**src/rtl/data_bus_sram_slave.sv**
```systemverilog
// data_bus_sram_slave: CPU data-bus responder sequencing an asynchronous SRAM.
// Accepts one read or write at a time and stalls the master while the SRAM
// control pins are walked through the access. bus_rdata holds the last read.
// Optional build macro DATA_BUS_POSTED_WRITE_EN: writes retire to the master on
// acceptance and the SRAM write runs in the background from a one-entry buffer.
module data_bus_sram_slave #(
  parameter int unsigned ADDR_WIDTH  = 20,
  parameter int unsigned WAIT_CYCLES = 1    // extra access cycles, 0..15
) (
  input  logic                  clk_i,
  input  logic                  rst_ni,
  input  logic                  bus_read,
  input  logic                  bus_write,
  input  logic [31:0]           bus_address,
  input  logic [3:0]            bus_mask,
  input  logic [31:0]           bus_wdata,
  output logic [31:0]           bus_rdata,
  output logic                  bus_stall,
  output logic [ADDR_WIDTH-1:0] sram_addr,
  output logic [31:0]           sram_data_o,
  input  logic [31:0]           sram_data_i,
  output logic                  sram_data_oe,
  output logic                  sram_ce_n,
  output logic                  sram_oe_n,
  output logic                  sram_we_n,
  output logic [3:0]            sram_be_n
);

  typedef enum logic [2:0] {
    StIdle,
    StRead,
    StWsetup,
    StWpulse,
    StWhold,
    StDone
  } state_e;

  // Same counter paces both the read strobe and the write pulse.
  localparam logic [3:0] WaitLoad = WAIT_CYCLES[3:0];

  state_e                state_q, state_d;
  logic [3:0]            cnt_q, cnt_d;
  logic [ADDR_WIDTH-1:0] addr_q, addr_d;
  logic [3:0]            be_n_q, be_n_d;
  logic [31:0]           wdata_q, wdata_d;
  logic [31:0]           rdata_q, rdata_d;

  logic ce_n_q, ce_n_d;
  logic oe_n_q, oe_n_d;
  logic we_n_q, we_n_d;
  logic data_oe_q, data_oe_d;

  logic accept_wr, accept_rd;

  // Write wins when both strobes are presented together.
  assign accept_wr = (state_q == StIdle) && bus_write;
  assign accept_rd = (state_q == StIdle) && bus_read && !bus_write;

  // Next-state, counter and request latching.
  always_comb begin
    state_d = state_q;
    cnt_d   = cnt_q;
    addr_d  = addr_q;
    be_n_d  = be_n_q;
    wdata_d = wdata_q;
    rdata_d = rdata_q;
    unique case (state_q)
      StIdle: begin
        if (accept_wr || accept_rd) begin
          addr_d  = bus_address[ADDR_WIDTH+1:2];
          be_n_d  = ~bus_mask;
          wdata_d = bus_wdata;
          cnt_d   = WaitLoad;
          state_d = accept_wr ? StWsetup : StRead;
        end
      end
      StRead: begin
        if (cnt_q == 4'd0) begin
          rdata_d = sram_data_i;
          state_d = StDone;
        end else begin
          cnt_d = cnt_q - 4'd1;
        end
      end
      StWsetup: begin
        state_d = StWpulse;
      end
      StWpulse: begin
        if (cnt_q == 4'd0) begin
          state_d = StWhold;
        end else begin
          cnt_d = cnt_q - 4'd1;
        end
      end
      StWhold: begin
        state_d = StDone;
      end
      StDone: begin
        // A request seen here is deliberately not taken; IDLE picks it up next cycle.
        state_d = StIdle;
      end
      default: begin
        state_d = StIdle;
      end
    endcase
  end

  // SRAM pin decode from the next state, so the pins come straight off flops.
  always_comb begin
    ce_n_d    = 1'b1;
    oe_n_d    = 1'b1;
    we_n_d    = 1'b1;
    data_oe_d = 1'b0;
    unique case (state_d)
      StRead: begin
        ce_n_d = 1'b0;
        oe_n_d = 1'b0;
      end
      StWsetup, StWhold: begin
        ce_n_d    = 1'b0;
        data_oe_d = 1'b1;
      end
      StWpulse: begin
        ce_n_d    = 1'b0;
        we_n_d    = 1'b0;
        data_oe_d = 1'b1;
      end
      default: begin
        ce_n_d = 1'b1;
      end
    endcase
  end

  // Sequencer state and latched request.
  always_ff @(posedge clk_i or negedge rst_ni) begin
    if (!rst_ni) begin
      state_q <= StIdle;
      cnt_q   <= '0;
      addr_q  <= '0;
      be_n_q  <= 4'hF;
      wdata_q <= '0;
      rdata_q <= '0;
    end else begin
      state_q <= state_d;
      cnt_q   <= cnt_d;
      addr_q  <= addr_d;
      be_n_q  <= be_n_d;
      wdata_q <= wdata_d;
      rdata_q <= rdata_d;
    end
  end

  // SRAM control pins; async reset drops them inactive mid-access.
  always_ff @(posedge clk_i or negedge rst_ni) begin
    if (!rst_ni) begin
      ce_n_q    <= 1'b1;
      oe_n_q    <= 1'b1;
      we_n_q    <= 1'b1;
      data_oe_q <= 1'b0;
    end else begin
      ce_n_q    <= ce_n_d;
      oe_n_q    <= oe_n_d;
      we_n_q    <= we_n_d;
      data_oe_q <= data_oe_d;
    end
  end

`ifdef DATA_BUS_POSTED_WRITE_EN
  logic last_wr_q;

  // Remembers whether the access in flight is a posted write.
  always_ff @(posedge clk_i or negedge rst_ni) begin
    if (!rst_ni) begin
      last_wr_q <= 1'b0;
    end else if (accept_wr || accept_rd) begin
      last_wr_q <= accept_wr;
    end
  end

  // Writes retire on acceptance; anything arriving behind a buffered write waits.
  always_comb begin
    bus_stall = 1'b0;
    unique case (state_q)
      StIdle:  bus_stall = bus_read && !bus_write;
      StRead:  bus_stall = 1'b1;
      StDone:  bus_stall = last_wr_q && (bus_read || bus_write);
      default: bus_stall = bus_read || bus_write;
    endcase
  end
`else
  // Stall from acceptance until the access reaches DONE.
  always_comb begin
    bus_stall = ((state_q == StIdle) && (bus_read || bus_write)) ||
                !(state_q inside {StIdle, StDone});
  end
`endif

  assign bus_rdata    = rdata_q;
  assign sram_addr    = addr_q;
  assign sram_be_n    = be_n_q;
  assign sram_data_o  = wdata_q;
  assign sram_data_oe = data_oe_q;
  assign sram_ce_n    = ce_n_q;
  assign sram_oe_n    = oe_n_q;
  assign sram_we_n    = we_n_q;

  // Byte-offset and out-of-range address bits carry no meaning here.
  if (ADDR_WIDTH < 30) begin : g_unused_hi
    logic unused_addr_hi;
    assign unused_addr_hi = ^bus_address[31:ADDR_WIDTH+2];
  end
  logic unused_addr_lo;
  assign unused_addr_lo = ^bus_address[1:0];

  // Never drive the data pins while the SRAM outputs are enabled.
  a_no_contention: assert property (@(posedge clk_i) disable iff (!rst_ni)
                                    !(sram_data_oe && !sram_oe_n));
  a_we_oe_excl: assert property (@(posedge clk_i) disable iff (!rst_ni)
                                 !(!sram_we_n && !sram_oe_n));

endmodule

```
**config.mk**
```make
export PLATFORM = sky130hd
export DESIGN_NAME = data_bus_sram_slave
export DESIGN_NICKNAME = d
export VERILOG_FILES = /design/src/rtl/data_bus_sram_slave.sv
export SDC_FILE = /design/constraint.sdc
export NUM_CORES = 1
export LEC_CHECK = 0
export CAP_MARGIN = 30
export CORE_MARGIN = 3
export CORE_UTILIZATION = 25
export DETAILED_ROUTE_END_ITERATION = 6
export GPL_TIMING_DRIVEN = 0
export PLACE_DENSITY = 0.52
export REMOVE_ABC_BUFFERS = 1
export SLEW_MARGIN = 30
export SYNTH_ARGS = -nofsm -noshare
export SYNTH_HDL_FRONTEND = slang
export SYNTH_SLANG_ARGS = --single-unit
```
**constraint.sdc**
```tcl
create_clock -name clk_i -period 6.2 [get_ports clk_i]
set_clock_uncertainty 0.2 [all_clocks]
set_input_delay 1.86 -clock clk_i [delete_from_list [all_inputs] [get_ports clk_i]]
set_output_delay 1.86 -clock clk_i [all_outputs]
set_load 0.01 [all_outputs]
```
==> results.sh, run 1 <==
export IMPL_nNetsFinal=535
export IMPL_drive_gt1_frac=0.262
export IMPL_synth_top_cells_by_area="dfrtp_1 56%, mux2_4 18%, mux2_2 9.7%, dfstp_2 4.5%, buf_12 2.5%"
export IMPL_ys_seq_elements=99
export IMPL_synth_top_family_by_area="multiplexers"
export IMPL_path_delay_family="buffers and inverters"
export IMPL_max_cap_violations=0
export IMPL_area_growth_synth_to_final_pct=58.4
export IMPL_hold_class="register to register"
export IMPL_final_critical_path_setup_slack_ns=0.585
export IMPL_maxClockFrequency_mhz=178
export IMPL_chipHeight_um=134
export IMPL_endpoint_kind="output pin"
export IMPL_critical_path_buf_inv_count=2
export IMPL_fin_hold_ws_ns=0.300
export IMPL_worstSkewPairLatency_ns=0.34
export IMPL_multiInputGateArea_mm2=0.00145
export IMPL_worst_setup_path_type="input port to output pin"
export IMPL_io_pins=197
export IMPL_worst_slew_pin_slew_ns=0.774
export IMPL_first_global_vias=2902
export IMPL_yosys_area_share_xor_xnor=0
export IMPL_synthMostInstantiatedCell="dfrtp_1"
export IMPL_critPathArrivalTime_ns=3.55
export IMPL_dr_pass1_iters=4
export IMPL_crit_path_max_incr_delay_ns=0.54
export IMPL_cts_resized_gates=0
export IMPL_placementRows=46
export IMPL_synth_common_cells="92 x dfrtp_1, 49 x mux2_4, 35 x mux2_2"
export IMPL_grt_overflow_total=0
export IMPL_synth_mux_area_frac=0.282
export IMPL_synth_top_area_frac=0.565
export IMPL_peakVddDrop_mv=0.200
export IMPL_synth_edff_count=0
export IMPL_cts_root_buffer_cell="clkbuf_16"
export IMPL_post_cts_repair_setup_buffers=0
export IMPL_grt_first_pass_wirelength_um=16400
export IMPL_synth_fa_ha_area_frac=0.00307
export IMPL_cts_htree_levels=3
export IMPL_post_synth_instance_area_mm2=0.00408
export IMPL_worst_path_max_fanout=13
export IMPL_synthesis_instances=245
export IMPL_ys_warnings_count=0
export IMPL_insertedDiodeCount=0
export IMPL_die_w_um=134
export IMPL_fp_dieArea_mm2=0.0179
export IMPL_yosys_top_cell_by_area="dfrtp_1"
export IMPL_cp_cell_sequence="clkdlybuf4s50_1 > nor2_2 > o2111ai_1 > clkdlybuf4s50_1"
export IMPL_final_setup_viol_count=0
export IMPL_final_antenna_net_count=0
export IMPL_final_period_minus_worst_setup_slack_ns=5.61
export IMPL_average_detailed_routed_wire_length_per_instance_um=15.5
export IMPL_finalWirelength_um=10100
export IMPL_portBuffers=184
export IMPL_num_clock_sinks=99
export IMPL_cts_clk_slew_worst_paths_ns=0.07
export IMPL_cellPowerDensity_mw_per_mm2=529
export IMPL_core_area_mm2=0.0159
export IMPL_synth_sequential_area_ratio=0.610
export IMPL_antenna_found_initial=0
export IMPL_via_count=2662
export IMPL_effective_utilization_at_floorplan=0.256
export IMPL_share_of_synthesized_flip_flops_with_an_asynchronous_set_or_reset=1.00
export IMPL_cts_max_path_buffers=2
export IMPL_leakage_uw=0.00269
export IMPL_slew_viol_final=0
export IMPL_largest_net_degree_at_the_start_of_global_routing=52
export IMPL_dominantRegCellSynth="dfrtp_1"
export IMPL_cpMaxStageDelayCell="nor2_2"
export IMPL_numCtsBuffers=9
export IMPL_worst_slack_at_placement_ns=0.551
export IMPL_gp_routability_congestion=0.723
export IMPL_gr_usage_all_layers=0.116
export IMPL_required_ns=4.14
export IMPL_dpl_instance_area_mm2=0.00611
export IMPL_dp_hpwl_um=7260
export IMPL_start_kind="input port"
export IMPL_ctsHoldBuffers=0
export IMPL_avgViaCountPerCell=4.09
export IMPL_hold_viol_final=0
export IMPL_post_synth_cell_area_avg_um2=16.6
export IMPL_setup_repair_after_global_routing_missed_its_margin="false"
export IMPL_dr_first_iter_drc_count=62
export IMPL_drc=0
export IMPL_synth_compound_gate_area_share=0.0356
export IMPL_final_cell_area_mm2=0.00646
export IMPL_tritoncts="yes"
export IMPL_run_status="completed"
export IMPL_yosysUniqueCellTypes=31
export IMPL_seqCellArea_mm2=0.00249
export IMPL_yosys_area_share_simple=0.0338
export IMPL_fillerInstances=1502
export IMPL_cp_common_cell="clkdlybuf4s50_1"
export IMPL_timing_max_slew_rel_slack=0.482
export IMPL_finalCritPeriodShare=0.906
export IMPL_totalNegativeSetupSlack_ns=0
-- final timing paths --
| path | slack [ns] | depth (start not counted) | start | end |
|---|---|---|---|---|
| worst max register to register | 3.66 | 4 | state_q[2] | sram_data_o[25] |
| worst min-delay path | 0.30 | 2 | sram_be_n[2] | sram_be_n[2] |
| max in group asynchronous | 3.92 | 2 | rst_ni | bus_rdata[1] |
| min in group asynchronous | 1.26 | 1 | rst_ni | sram_data_o[0] |
| worst max-delay path | 0.59 | 4 | bus_write | bus_stall |
| worst min register to register | 0.30 | 2 | sram_be_n[2] | sram_be_n[2] |
-- cell usage in the layout, fill, tap and decap left out, types with 2 or more instances in the layout --
cell type	instances
clkbuf_16	9
o21ai_0	8
nor2b_1	2
a21oi_1	5
nand2b_1	2
bufinv_16	3
mux2_2	35
dfstp_2	7
nand2_1	4
mux2_4	49
clkdlybuf4s50_1	183
clkbuf_1	2
dfrtp_1	92
inv_1	4
o31ai_1	4
or3_1	2
mux2i_1	2
-- per-stage QoR --
step                       util  total power, uW  cells
after floorplan               -             1950    233
after global placement    0.380             2770    633
after detailed placement  0.383             2800    635
after CTS                 0.405             3480    651
after global routing      0.405             3610    651
final                     0.405             3410    651
-- registers in the layout, indices dropped and copies added (netlist names) --
signal,count
cnt_q,4
sram_data_oe,1
sram_we_n,1
sram_be_n,4
sram_oe_n,1
sram_ce_n,1
state_q,3
sram_data_o,32
bus_rdata,32
sram_addr,20
-- worst register-to-register path, delay by kind of cell (launching register included) --
kind | cells | cell delay (ns)
AND/OR/NAND/NOR | 2 | 1.06
flip-flops | 1 | 0.48
multiplexers | 1 | 0.36
buffers and inverters | 1 | 0.32
-- power by group --
part	switching, uW	leakage, uW	total, uW	internal, uW
clock	241	0.000163	647	406
combinational	563	0.00137	1590	1030
sequential	179	0.00116	1170	994
total	983	0.00269	3410	2430
-- final cells by class --
class / instances / share of cell area
tap: 216 / 0.0419
clock buffer: 12 / 0.0382
sequential: 99 / 0.385
multi-input combinational: 130 / 0.225
inverter: 4 / 0.00233
clock inverter: 4 / 0.0151
timing repair buffer: 186 / 0.293
-- metal layers --
layer | GRT usage | wire [um] | vias to the layer above | part of all wire
li1 | - | - | 1238 | -
met1 | 0.146 | 4370 | 1328 | 0.43
met2 | 0.189 | 5070 | 87 | 0.50
met3 | 0.0374 | 538 | 9 | 0.053
met4 | 0.0343 | 118 | 0 | 0.012
met5 | 0 | 0 | - | 0
-- cells by family after synthesis --
| family | count (synthesis) |
|---|---|
| AOI/OAI and AO/OA | 23 |
| adders and majority gates | 1 |
| DFF | 99 |
| and+or+nand+nor | 20 |
| muxes | 86 |
| buffers and inverters | 16 |
Power figures use the tool's default switching activity.
==> run 2, diff against run 1 <==
Settings changed: ABC_CLOCK_PERIOD_IN_PS set to 6200, CORE_ASPECT_RATIO set to 0.9, CORE_MARGIN 3 to 2.
==> run 2 against run 1 <==
  * Fmax down 0.11%
  * First-iteration DRC count up 29%
  * Wire length down 3.1%
  * Clock power down 13%
  * Register-to-register slack better by 0.03 ns
  * Die area down 3.0%
  * Sequential power about the same
  * Critical path depth unchanged
  * Cell count down 1.4%
==> results.sh, run 2 (synthesized netlist as in run 1, its figures left out) <==
export IMPL_average_detailed_routed_wire_length_per_instance_um=15.2
export IMPL_worst_path_max_fanout=13
export IMPL_cts_root_buffer_cell="clkbuf_16"
export IMPL_fp_dieArea_mm2=0.0173
export IMPL_maxClockFrequency_mhz=178
export IMPL_timing_max_slew_rel_slack=0.485
export IMPL_cts_resized_gates=0
export IMPL_cts_max_path_buffers=2
export IMPL_run_status="completed"
export IMPL_switchingPower_uw=994
export IMPL_cp_num_cells=4
export IMPL_cp_cell_sequence="clkdlybuf4s50_1 > nor2_2 > o2111ai_1 > clkdlybuf4s50_1"
export IMPL_totalNegativeSetupSlack_ns=0
export IMPL_holdCritStartpoint="bus_rdata[19]"
export IMPL_drc=0
export IMPL_rr_startpoint="state_q[2]"
export IMPL_hold_class="register to register"
export IMPL_regToRegEndpoint="sram_data_o[20]"
export IMPL_portBuffers=184
export IMPL_critPathArrivalTime_ns=3.56
export IMPL_leakage_uw=0.00267
export IMPL_dp_hpwl_um=6990
export IMPL_die_w_um=139
export IMPL_io_pins=197
export IMPL_cts_htree_levels=3
export IMPL_worst_slew_pin_slew_ns=0.770
export IMPL_grt_overflow_total=0
export IMPL_max_cap_violations=0
export IMPL_numCtsBuffers=9
export IMPL_gr_usage_all_layers=0.118
export IMPL_dr_pass1_iters=4
export IMPL_largest_net_degree_at_the_start_of_global_routing=56
export IMPL_path_delay_family="buffers and inverters"
export IMPL_crit_path_max_incr_delay_ns=0.54
export IMPL_cp_common_cell="clkdlybuf4s50_1"
export IMPL_power_switching_fraction=0.298
export IMPL_gp_routability_congestion=0.717
export IMPL_avgViaCountPerCell=4.17
export IMPL_most_common_layout_cells="183 x clkdlybuf4s50_1, 92 x dfrtp_1, 49 x mux2_4"
export IMPL_grt_first_pass_wirelength_um=16200
export IMPL_ctsHoldBuffers=0
export IMPL_worstSkewPairLatency_ns=0.34
export IMPL_final_period_minus_worst_setup_slack_ns=5.62
export IMPL_mostFrequentLayoutCell="clkdlybuf4s50_1"
export IMPL_intPower_uw=2340
export IMPL_final_antenna_net_count=0
export IMPL_first_global_vias=2934
export IMPL_hold_path_cell_count=1
export IMPL_num_clock_sinks=99
export IMPL_finalWirelength_um=9780
export IMPL_area_growth_synth_to_final_pct=57.1
export IMPL_slew_viol_final=0
export IMPL_cpMaxStageDelayCell="nor2_2"
export IMPL_required_ns=4.14
export IMPL_post_cts_repair_setup_buffers=0
export IMPL_effective_utilization_at_floorplan=0.254
export IMPL_core_area_mm2=0.0160
export IMPL_final_setup_viol_count=0
export IMPL_clock_power_share=0.170
export IMPL_hold_viol_final=0
export IMPL_worst_r2r_setup_slack_ns=3.69
export IMPL_placementRows=44
export IMPL_tritoncts="yes"
export IMPL_antenna_found_initial=0
export IMPL_final_cell_area_mm2=0.00640
export IMPL_power_frac_seq=0.352
export IMPL_min_delay_worst_endpoint="bus_rdata[19]"
export IMPL_comb_power_share=0.478
export IMPL_critical_path_buf_inv_count=2
export IMPL_nNetsFinal=535
export IMPL_finalCritPeriodShare=0.907
export IMPL_insertedDiodeCount=0
export IMPL_peakVddDrop_mv=0.227
export IMPL_dr_first_iter_drc_count=80
export IMPL_via_count=2675
export IMPL_drive_gt1_frac=0.267
export IMPL_worst_setup_path_type="input port to output pin"
export IMPL_endpoint_kind="output pin"
export IMPL_chipHeight_um=125
export IMPL_setup_repair_after_global_routing_missed_its_margin="false"
export IMPL_cellPowerDensity_mw_per_mm2=520
export IMPL_start_kind="input port"
export IMPL_worst_r2r_path_depth=4
export IMPL_cts_clk_slew_worst_paths_ns=0.07
export IMPL_dpl_instance_area_mm2=0.00610
## run 2: cell types whose count changed in the layout (fill, tap and decap cells not counted)
cell	before	now
inv_6	0	1
bufinv_16	3	1
clkbuf_1	2	0
clkinv_4	0	2
clkinv_2	0	1
clkinvlp_4	1	2
clkbuf_8	1	0
## run 2: area by class of cell
cell class	count	area, um2
fillers	1486	9620
flip-flops and latches	99	2490
repair buffers	186	1890
multi-input cells	130	1450
well taps	207	259
clock buffers	9	225
clock inverters	7	76.3
inverters	4	15.0
## run 2: metal layers
metal	routed length, um	track usage	vias up
li1	-	-	1238
met1	4220	0.148	1337
met2	4890	0.194	88
met3	483	0.0322	12
met4	185	0.0486	0
met5	0	0	-
## run 2: per-stage QoR
stage / utilization / hold slack (ns) / cells / power [uW] / setup WS [ns]
global placement: 0.377 / 0.284 / 624 / 2780 / -0.867
finish: 0.400 / 0.302 / 642 / 3330 / 0.579
detailed placement: 0.381 / 0.291 / 626 / 2790 / 0.551
global route: 0.400 / 0.313 / 642 / 3540 / 0.460
CTS: 0.400 / 0.306 / 642 / 3390 / 0.542
floorplan: - / 0.262 / 233 / 1950 / 1.42
## run 2: power groups by stage
stage | logic [uW] | registers, uW | clock network [uW]
after global routing | 1700 | 1220 | 619
after detailed placement | 1610 | 1180 | 0
after floorplan | 637 | 1320 | 0
after CTS | 1620 | 1180 | 595
final | 1590 | 1170 | 566
after global placement | 1600 | 1170 | 0
## run 2: worst max-delay path by stage
stage                    endpoint  slack, ns       from
finish                  bus_stall       0.58  bus_write
floorplan               bus_stall       1.42  bus_write
detailed placement      bus_stall       0.55  bus_write
CTS                     bus_stall       0.54  bus_write
global route            bus_stall       0.46  bus_write
global placement    bus_rdata[13]      -0.87     rst_ni
## run 2: worst register-to-register path, cell delays in order (launching register included)
cell	delay, ns
dfrtp_1	0.48
or3_4	0.51
nor2_8	0.52
buf_12	0.34
mux2_4	0.35
==> run 3, diff against run 2 <==
Settings changed: CORE_UTILIZATION 25 to 40, PLACE_DENSITY 0.52 to 0.77, RECOVER_POWER set to 50.
==> run 3 against run 2 <==
  * Highest routed layer unchanged
  * The run now ends with capacitance limit, slew limit left
  * Utilization increased by 24 points
  * Die area shrank 36%
  * Design area down 2.0%
  * Fmax increased by 0.88%
  * Global-route usage is 5.3 points higher
  * Sequential power about the same
  * Critical path type unchanged
  * Sequential cell count is the same
  * Non-clock buffer count grew 1
==> results.sh, run 3 (synthesized netlist as in run 1, its figures left out) <==
export IMPL_final_setup_viol_count=0
export IMPL_die_w_um=110
export IMPL_dr_pass1_iters=4
export IMPL_fin_hold_ws_ns=0.295
export IMPL_dp_cells=546
export IMPL_mostFrequentLayoutCell="clkdlybuf4s50_1"
export IMPL_cts_max_path_buffers=2
export IMPL_most_common_layout_cells="149 x clkdlybuf4s50_1, 92 x dfrtp_1, 49 x mux2_4"
export IMPL_drc=0
export IMPL_core_area_mm2=0.00978
export IMPL_antenna_found_initial=0
export IMPL_required_ns=4.14
export IMPL_area_growth_synth_to_final_pct=53.9
export IMPL_drive_gt1_frac=0.259
export IMPL_worst_setup_path_type="input port to output pin"
export IMPL_fp_dieArea_mm2=0.0110
export IMPL_worstSkewPairLatency_ns=0.32
export IMPL_cts_resized_gates=0
export IMPL_clock_power_share=0.163
export IMPL_first_global_vias=2924
export IMPL_power_frac_seq=0.356
export IMPL_switchingPower_uw=964
export IMPL_hold_path_cell_count=2
export IMPL_grt_first_pass_wirelength_um=15100
export IMPL_tritoncts="yes"
export IMPL_dr_first_iter_drc_count=81
export IMPL_nNetsFinal=536
export IMPL_io_pins=197
export IMPL_portBuffers=184
export IMPL_finalCritPeriodShare=0.899
export IMPL_power_switching_fraction=0.292
export IMPL_worst_slew_pin_slew_ns=2.40
export IMPL_final_antenna_net_count=0
export IMPL_worst_path_max_fanout=13
export IMPL_final_period_minus_worst_setup_slack_ns=5.57
export IMPL_critPathArrivalTime_ns=3.51
export IMPL_hold_viol_final=0
export IMPL_ctsHoldBuffers=0
export IMPL_start_kind="input port"
export IMPL_multiInputGateArea_mm2=0.00143
export IMPL_slew_viol_final=122
export IMPL_cellPowerDensity_mw_per_mm2=527
export IMPL_violations_in_the_final_reports="capacitance limit, slew limit"
export IMPL_numCtsBuffers=9
export IMPL_setup_repair_after_global_routing_missed_its_margin="false"
export IMPL_leakage_uw=0.00267
export IMPL_largest_net_degree_at_the_start_of_global_routing=65
export IMPL_endpoint_kind="output pin"
export IMPL_avgViaCountPerCell=4.76
export IMPL_placementRows=34
export IMPL_seqCellArea_mm2=0.00249
export IMPL_max_cap_violations=3
export IMPL_peakVddDrop_mv=0.249
export IMPL_cts_clk_slew_worst_paths_ns=0.07
export IMPL_finalWirelength_um=9080
export IMPL_worst_r2r_path_depth=5
export IMPL_dp_hpwl_um=6810
export IMPL_cts_root_buffer_cell="clkbuf_16"
export IMPL_cts_htree_levels=3
export IMPL_insertedDiodeCount=0
export IMPL_gr_usage_all_layers=0.171
export IMPL_intPower_uw=2340
export IMPL_run_status="complete, but fails checks"
export IMPL_post_cts_repair_setup_buffers=0
export IMPL_gp_routability_congestion=0.810
export IMPL_chipHeight_um=99.8
export IMPL_comb_power_share=0.481
export IMPL_timing_max_slew_rel_slack=-0.605
export IMPL_average_detailed_routed_wire_length_per_instance_um=16.2
export IMPL_finish_cell_count_without_fillers=562
export IMPL_hold_class="register to register"
export IMPL_num_clock_sinks=99
export IMPL_grt_overflow_total=0
export IMPL_fillerInstances=757
export IMPL_effective_utilization_at_floorplan=0.417
export IMPL_via_count=2675
export IMPL_maxClockFrequency_mhz=179
-- run 3: cell count changes in the layout (fill, tap and decap cells not counted), sizes merged --
cell / previous run / this run
dlygate4sd3: 0 / 34
clkbuf: 9 / 12
buf: 3 / 2
clkdlybuf4s50: 183 / 149
clkinv: 3 / 2
-- run 3: path summary, 6_finish.rpt --
check | startpoint | end | slack [ns]
max in group asynchronous | rst_ni | sram_data_o[24] | 1.66
worst max register to register | state_q[2] | sram_data_o[11] | 2.30
worst min register to register | sram_be_n[3] | sram_be_n[3] | 0.29
worst max-delay path | bus_write | bus_stall | 0.63
worst min-delay path | sram_be_n[3] | sram_be_n[3] | 0.29
min in group asynchronous | rst_ni | sram_addr[13] | 1.81
-- run 3: final cells by class --
class | instances | share of cell area
clock inverter | 6 | 0.0102
multi-input combinational | 130 | 0.229
sequential | 99 | 0.396
inverter | 4 | 0.00239
clock buffer | 10 | 0.0365
tap | 126 | 0.0251
timing repair buffer | 187 | 0.301
-- run 3: through the flow --
stage	worst slack, ns	util	TNS, ns	cell area (um2)	total power, uW
finish	0.628	0.641	0	6270	3300
global route	0.538	0.641	0	6270	3510
CTS	0.311	0.646	0	6320	3360
detailed placement	0.323	0.616	0	6020	2800
global placement	-0.528	0.608	-48.11	5950	2740
floorplan	1.42	-	0	3950	1950
-- run 3: critical path, stage by stage --
cell	delay, ns
dlygate4sd3_1	0.58
nor2_2	0.41
o2111ai_1	0.15
clkdlybuf4s50_1	0.51
-- run 3: routing by layer --
layer / wire [um] / GRT usage / vias to the layer above
met5: 0 / 0 / -
met4: 163 / 0.0548 / 0
met3: 493 / 0.0483 / 12
met2: 4510 / 0.281 / 109
met1: 3910 / 0.223 / 1317
li1: - / - / 1237
-- run 3: power by group through the flow --
stage          Clock (uW)  Sequential, uW  Combinational (uW)
4_1_cts               561            1180                1620
5_1_grt               594            1220                1690
2_1_floorplan           0            1320                 637
6_report              540            1180                1590
3_3_place_gp            0            1170                1570
3_5_place_dp            0            1180                1620
